$ cat src/rtl/stopwatch_lap_ctrl_if.sv
// Button/lock inputs and counter/display control outputs of the stopwatch sequencer.
// The master side is the button/lock source; the slave side is the sequencer.
interface stopwatch_lap_ctrl_if #(
  parameter int LAP_W = 4
);
  logic             STRTSTOP;
  logic             LAPRST;
  logic             locked;
  logic             CNT_EN;
  logic             CNT_RST;
  logic             DISP_HOLD;
  logic             LAP_LOAD;
  logic [LAP_W-1:0] LAP_NUM;
  logic             RUNNING;
  logic             FAULT;

  modport master (
    output STRTSTOP, LAPRST, locked,
    input  CNT_EN, CNT_RST, DISP_HOLD, LAP_LOAD, LAP_NUM, RUNNING, FAULT
  );

  modport slave (
    input  STRTSTOP, LAPRST, locked,
    output CNT_EN, CNT_RST, DISP_HOLD, LAP_LOAD, LAP_NUM, RUNNING, FAULT
  );
endinterface

$ cat src/rtl/stopwatch_lap_ctrl.sv
// Stopwatch sequencer: turns start/stop and lap/clear pulses plus DCM lock into
// counter clear, tick enable, lap capture and display hold. All outputs registered.
//
// state    | meaning
// ---------+-----------------------------------------------------------
// CLEAR    | issue one CNT_RST, zero laps/fault/prescaler, go to ZERO
// ZERO     | time is zero, waiting for start
// RUN      | counting, display live
// LAP_HOLD | counting, display frozen on the captured lap
// STOPPED  | counting paused, prescaler keeps its partial tick
module stopwatch_lap_ctrl #(
  parameter int TICK_DIV = 1000000,
  parameter int PRE_W    = 20,
  parameter int LAP_W    = 4
) (
  input  logic                 CLK,
  input  logic                 RESET,
  stopwatch_lap_ctrl_if.slave  bus
);

  localparam logic [2:0] S_CLEAR    = 3'd0;
  localparam logic [2:0] S_ZERO     = 3'd1;
  localparam logic [2:0] S_RUN      = 3'd2;
  localparam logic [2:0] S_LAP_HOLD = 3'd3;
  localparam logic [2:0] S_STOPPED  = 3'd4;

  localparam logic [PRE_W-1:0] PRE_TC  = PRE_W'(TICK_DIV - 1);
  localparam logic [LAP_W-1:0] LAP_MAX = {LAP_W{1'b1}};

  logic [2:0]       state_q, state_d;
  logic [PRE_W-1:0] pre_q, pre_d;
  logic             cnt_en_q, cnt_en_d;
  logic             cnt_rst_q, cnt_rst_d;
  logic             disp_hold_q, disp_hold_d;
  logic             lap_load_q, lap_load_d;
  logic [LAP_W-1:0] lap_num_q, lap_num_d;
  logic             running_q, running_d;
  logic             fault_q, fault_d;
  logic             run_next;

  // Next state, lap bookkeeping and prescaler advance from current state and inputs.
  always_comb begin
    state_d    = state_q;
    pre_d      = pre_q;
    cnt_en_d   = 1'b0;
    cnt_rst_d  = 1'b0;
    lap_load_d = 1'b0;
    lap_num_d  = lap_num_q;
    fault_d    = fault_q;

    case (state_q)
      S_CLEAR: begin
        state_d   = S_ZERO;
        cnt_rst_d = 1'b1;
        lap_num_d = '0;
        fault_d   = 1'b0;
        pre_d     = '0;
      end
      S_ZERO: begin
        if (bus.STRTSTOP && bus.locked) begin
          state_d = S_RUN;
        end
      end
      S_RUN: begin
        if (!bus.locked) begin
          state_d = S_STOPPED;
          fault_d = 1'b1;
        end else if (bus.STRTSTOP) begin
          state_d = S_STOPPED;
        end else if (bus.LAPRST) begin
          state_d    = S_LAP_HOLD;
          lap_load_d = 1'b1;
          if (lap_num_q != LAP_MAX) begin
            lap_num_d = lap_num_q + LAP_W'(1);
          end
        end
      end
      S_LAP_HOLD: begin
        if (!bus.locked) begin
          state_d = S_STOPPED;
          fault_d = 1'b1;
        end else if (bus.STRTSTOP) begin
          state_d = S_STOPPED;
        end else if (bus.LAPRST) begin
          state_d = S_RUN;
        end
      end
      S_STOPPED: begin
        // A start with the DCM unlocked is dropped, and it also swallows a same-edge clear.
        if (bus.STRTSTOP && bus.locked) begin
          state_d = S_RUN;
        end else if (bus.LAPRST && !bus.STRTSTOP) begin
          state_d = S_CLEAR;
        end
      end
      default: begin
        state_d = S_CLEAR;
      end
    endcase

    run_next = (state_d == S_RUN) || (state_d == S_LAP_HOLD);

    // Prescaler only moves while the next state counts, so a pause keeps the partial tick.
    if (run_next) begin
      if (pre_q == PRE_TC) begin
        pre_d    = '0;
        cnt_en_d = 1'b1;
      end else begin
        pre_d = pre_q + PRE_W'(1);
      end
    end

    running_d   = run_next;
    disp_hold_d = (state_d == S_LAP_HOLD);
  end

  // State and registered outputs; RESET forces everything low without waiting for an edge.
  always_ff @(posedge CLK or posedge RESET) begin
    if (RESET) begin
      state_q     <= S_CLEAR;
      pre_q       <= '0;
      cnt_en_q    <= 1'b0;
      cnt_rst_q   <= 1'b0;
      disp_hold_q <= 1'b0;
      lap_load_q  <= 1'b0;
      lap_num_q   <= '0;
      running_q   <= 1'b0;
      fault_q     <= 1'b0;
    end else begin
      state_q     <= state_d;
      pre_q       <= pre_d;
      cnt_en_q    <= cnt_en_d;
      cnt_rst_q   <= cnt_rst_d;
      disp_hold_q <= disp_hold_d;
      lap_load_q  <= lap_load_d;
      lap_num_q   <= lap_num_d;
      running_q   <= running_d;
      fault_q     <= fault_d;
    end
  end

  assign bus.CNT_EN    = cnt_en_q;
  assign bus.CNT_RST   = cnt_rst_q;
  assign bus.DISP_HOLD = disp_hold_q;
  assign bus.LAP_LOAD  = lap_load_q;
  assign bus.LAP_NUM   = lap_num_q;
  assign bus.RUNNING   = running_q;
  assign bus.FAULT     = fault_q;

endmodule

$ cat src/flat_wrapper.sv
// flat-port wrapper written by rule: the top's interface ports become plain ports
module stopwatch_lap_ctrl_flat 
#(
  parameter int TICK_DIV = 1000000,
  parameter int PRE_W    = 20,
  parameter int LAP_W    = 4
)
  (CLK, RESET, bus_STRTSTOP, bus_LAPRST, bus_locked, bus_CNT_EN, bus_CNT_RST, bus_DISP_HOLD, bus_LAP_LOAD, bus_LAP_NUM, bus_RUNNING, bus_FAULT);
  stopwatch_lap_ctrl_if #(.LAP_W(LAP_W)) bus_i ();
  input  logic CLK;
  input  logic RESET;
  input wire logic [$bits(bus_i.STRTSTOP)-1:0] bus_STRTSTOP;
  input wire logic [$bits(bus_i.LAPRST)-1:0] bus_LAPRST;
  input wire logic [$bits(bus_i.locked)-1:0] bus_locked;
  output wire logic [$bits(bus_i.CNT_EN)-1:0] bus_CNT_EN;
  output wire logic [$bits(bus_i.CNT_RST)-1:0] bus_CNT_RST;
  output wire logic [$bits(bus_i.DISP_HOLD)-1:0] bus_DISP_HOLD;
  output wire logic [$bits(bus_i.LAP_LOAD)-1:0] bus_LAP_LOAD;
  output wire logic [$bits(bus_i.LAP_NUM)-1:0] bus_LAP_NUM;
  output wire logic [$bits(bus_i.RUNNING)-1:0] bus_RUNNING;
  output wire logic [$bits(bus_i.FAULT)-1:0] bus_FAULT;
  assign bus_i.STRTSTOP = bus_STRTSTOP;
  assign bus_i.LAPRST = bus_LAPRST;
  assign bus_i.locked = bus_locked;
  assign bus_CNT_EN = bus_i.CNT_EN;
  assign bus_CNT_RST = bus_i.CNT_RST;
  assign bus_DISP_HOLD = bus_i.DISP_HOLD;
  assign bus_LAP_LOAD = bus_i.LAP_LOAD;
  assign bus_LAP_NUM = bus_i.LAP_NUM;
  assign bus_RUNNING = bus_i.RUNNING;
  assign bus_FAULT = bus_i.FAULT;
  stopwatch_lap_ctrl #(.TICK_DIV(TICK_DIV), .PRE_W(PRE_W), .LAP_W(LAP_W)) u_core (.CLK(CLK), .RESET(RESET), .bus(bus_i));
endmodule
$ cat config.mk
export PLATFORM = sky130hd
export DESIGN_NAME = stopwatch_lap_ctrl_flat
export DESIGN_NICKNAME = d
export VERILOG_FILES = /design/src/rtl/stopwatch_lap_ctrl_if.sv /design/src/rtl/stopwatch_lap_ctrl.sv /design/src/flat_wrapper.sv
export SDC_FILE = /design/constraint.sdc
export NUM_CORES = 1
export LEC_CHECK = 0
export ABC_CLOCK_PERIOD_IN_PS = 2000
export BUFFER_PORTS_ARGS = -buffer_cell sky130_fd_sc_hd__buf_2
export CAP_MARGIN = 10
export CORE_UTILIZATION = 56
export CTS_BUF_LIST = sky130_fd_sc_hd__clkbuf_2
export DETAILED_ROUTE_END_ITERATION = 16
export GPL_TIMING_DRIVEN = 0
export PLACE_DENSITY = 0.87
export REMOVE_ABC_BUFFERS = 1
export SLEW_MARGIN = 0
export SYNTH_ARGS = -nofsm -noshare
export SYNTH_HDL_FRONTEND = slang
export SYNTH_SLANG_ARGS = --single-unit
$ cat constraint.sdc
create_clock -name CLK -period 2 [get_ports CLK]
set_clock_uncertainty 0.05 [all_clocks]
set_input_delay 0.2 -clock CLK [delete_from_list [all_inputs] [get_ports CLK]]
set_output_delay 0.2 -clock CLK [all_outputs]
set_load 0.05 [all_outputs]
==> reports/metrics.cfg <==
[drt]
vias = 1605
wl_per_cell_um = 14.9
drt_iter0_drc = 134
drc = 0
routed_wl_mm = 3.84
drt_first_pass_iters = 4
routed_via_density = 6.22
final_antenna_net_count = 0

[yosys]
synth_warnings = 0
yosysSeqAreaShare_pct = 44.0
synthArstFlopShare_pct = 100
synth_top_flop_cell = dfrtp_1
netlist_instances = 197
syn_area_per_cell_um2 = 9.52
synth_area_leader_cell = dfrtp_1
syn-cell-area_um2 = 1880
ys_top_cells_by_area = dfrtp_1 44%, a31oi_1 5.3%, buf_6 4.2%
yosys-top-cells-count = 33 x dfrtp_1, 16 x a31oi_1, 16 x inv_1
ys_ff_latch = 33
synth_edf_count = 0
ys_types = 53
synth_top_area_share_pct = 44.0
synth_most_common_cell = dfrtp_1

[clock_tree]
cts.sinks = 33
clk_path_buf_depth = 2
cts_tree = done
clk_pin_slew_ns = 0.16
cts_buffers = 5
htree_levels = 2
clkLatencyLatePin_ns = 0.38
root_buffer = clkbuf_2

[min_path]
min_path_type = in -> reg

[placement]
port_buffers = 14
dpl.hpwl_mm = 2.41
gp_congestion = 0.836
pre_cts_ws_ns = -0.471
place_inst = 243

[worst_setup_path]
cp.required_ns = 2.23
path_class = reg -> reg
cp_slowest_cell = nor4_1
worst_setup_path_end_kind = flop
slowest_delay_ns = 0.58
arrival_ns = 2.19
start_kind = flop
path_cells = nor4_1 > and4_4 > nor2_1 > a22o_1
critical_path.max_fanout = 10

[timing]
slew_viol_final = 0
worst_pin_slew_ns = 0.605
hold_violations = 0
fin_crit_ns = 1.96
period_share_pct = 98.1
fmax_mhz = 510
finalSetupViolCount = 0
relSlewSlack_pct = 59.3
worst_slack_ns = 0.0390

[die]
dieWidth_um = 59.9
initial_core_util_pct = 60.4
die_area_um2 = 3580
core_um2 = 3100
die_y_um = 59.9
io-pin-count = 15
rows = 20

[global_routing]
grt_pass1_wl_mm = 6.19
grt_pass1_vias = 1347
grt_usage_pct = 23.3
antenna_found_initial = 0
grt_remaining_overflow = 0
grt_max_degree = 34

[layout]
fin_cells = 258
n_antenna_cell = 0
nets = 221
layout-drive-gt1-share_pct = 24.3
area_growth_pct = 11.7

[flow_run]
drv_cap = 0

[run_status]
status = completed

[pwr]
peakVddDrop_mv = 0.458
powerDensity_nw_per_um2 = 893
p_leak_nw = 0.941

timing repair:
| action | in CTS | in global routing |
|---|---|---|
| endpoints found under the hold margin | 0 | 9 |
| gates resized for setup | 8 | 12 |
| hold buffers | 0 | 1 |
| gates cloned | 1 | 1 |
| endpoints found under the setup margin | 20 | 8 |
| buffers inserted | 4 | 0 |
| pin swaps | 1 | 1 |
worst max-delay path: cells and delay by family, from the launching register on:
kind,cells,cell delay (ns)
compound gates,1,0.25
flops,1,0.45
simple gates,3,1.11
where the power goes:
part	internal, W	switching (W)
clock network	0.0000814	0.000220
logic	0.000254	0.000472
registers	0.000745	0.0000990
total	0.00108	0.000791
per-layer routing:
metal / global-route usage (%) / part of all wire (%) / wire length [µm]
met3: 6.49 / 5.6 / 215
met2: 35.9 / 47 / 1810
met4: 7.97 / 1.5 / 59
met5: 0 / 0 / 0
met1: 31.4 / 46 / 1750
per-stage QoR:
| step | hold WS [ns] | utilization (%) | TNS (ns) | area (µm²) | power [W] |
|---|---|---|---|---|---|
| floorplan | 0.279 | - | 0 | 1770 | 0.00131 |
| global placement | 0.445 | 61.2 | -6.62 | 1900 | 0.00145 |
| detailed placement | 0.457 | 61.2 | -7.04 | 1900 | 0.00147 |
| CTS | 0.0480 | 64.3 | 0 | 1990 | 0.00181 |
| global route | 0.0402 | 67.5 | -0.0150 | 2090 | 0.00198 |
| finish | 0.0497 | 67.5 | 0 | 2090 | 0.00187 |
sequential cells by signal, summed over array words and instances (netlist names):
name,count
u_core.bus.RUNNING,1
u_core.bus.DISP_HOLD,1
u_core.bus.CNT_RST,1
u_core.bus.CNT_EN,1
u_core.bus.LAP_LOAD,1
u_core.pre_q,20
u_core.bus.FAULT,1
u_core.bus.LAP_NUM,4
u_core.state_q,3
cells in the final DEF (no fill, tap or decap), drive strengths merged, types with 4 or more instances in the layout:
cell type  Yosys  layout
a31oi         16      16
and3           4       4
buf           11      19
clkbuf         1       6
dfrtp         33      33
inv           16      15
nand2         15      15
nand2b         4       4
nand3         11      11
nand4          8       8
nor2          13      13
nor4           6       6
o21ai          8       8
o22ai          6       6
final timing paths:
kind                            depth (start not counted)                   from  slack, ns               endpoint
worst max-delay path                                    4       u_core.pre_q[10]       0.04        u_core.pre_q[1]
worst min-delay path                                    3             bus_LAPRST       0.05    u_core.bus.LAP_LOAD
worst max register to register                          4       u_core.pre_q[10]       0.04        u_core.pre_q[1]
worst min register to register                          1  u_core.bus.LAP_NUM[0]       0.48  u_core.bus.LAP_NUM[0]
max in group asynchronous                               4                  RESET       1.13      u_core.state_q[1]
min in group asynchronous                               3                  RESET       0.30        u_core.pre_q[9]
area by class of cell:
| type | instances | area, µm² |
|---|---|---|
| Clock buffer | 6 | 30.0 |
| Clock inverter | 1 | 3.75 |
| Fill cell | 252 | 1010 |
| Inverter | 16 | 63.8 |
| Multi-Input combinational cell | 136 | 961 |
| Sequential cell | 33 | 831 |
| Tap cell | 44 | 55.1 |
| Timing Repair Buffer | 20 | 138 |
| Timing Repair inverter | 2 | 12.5 |
logic make-up (layout without fill, tap and decap cells):
group	count (synthesis)	after routing	synth area share, %
buffers and inverters	28	45	8.67
and+or+nand+nor	77	77	23.5
xor gates and xnor gates	2	2	0.934
AOI/OAI and AO/OA	53	53	20.4
adders and majority gates	3	3	1.87
muxes	1	1	0.534
DFF	33	33	44.0
(Power assumes the default switching activity.)
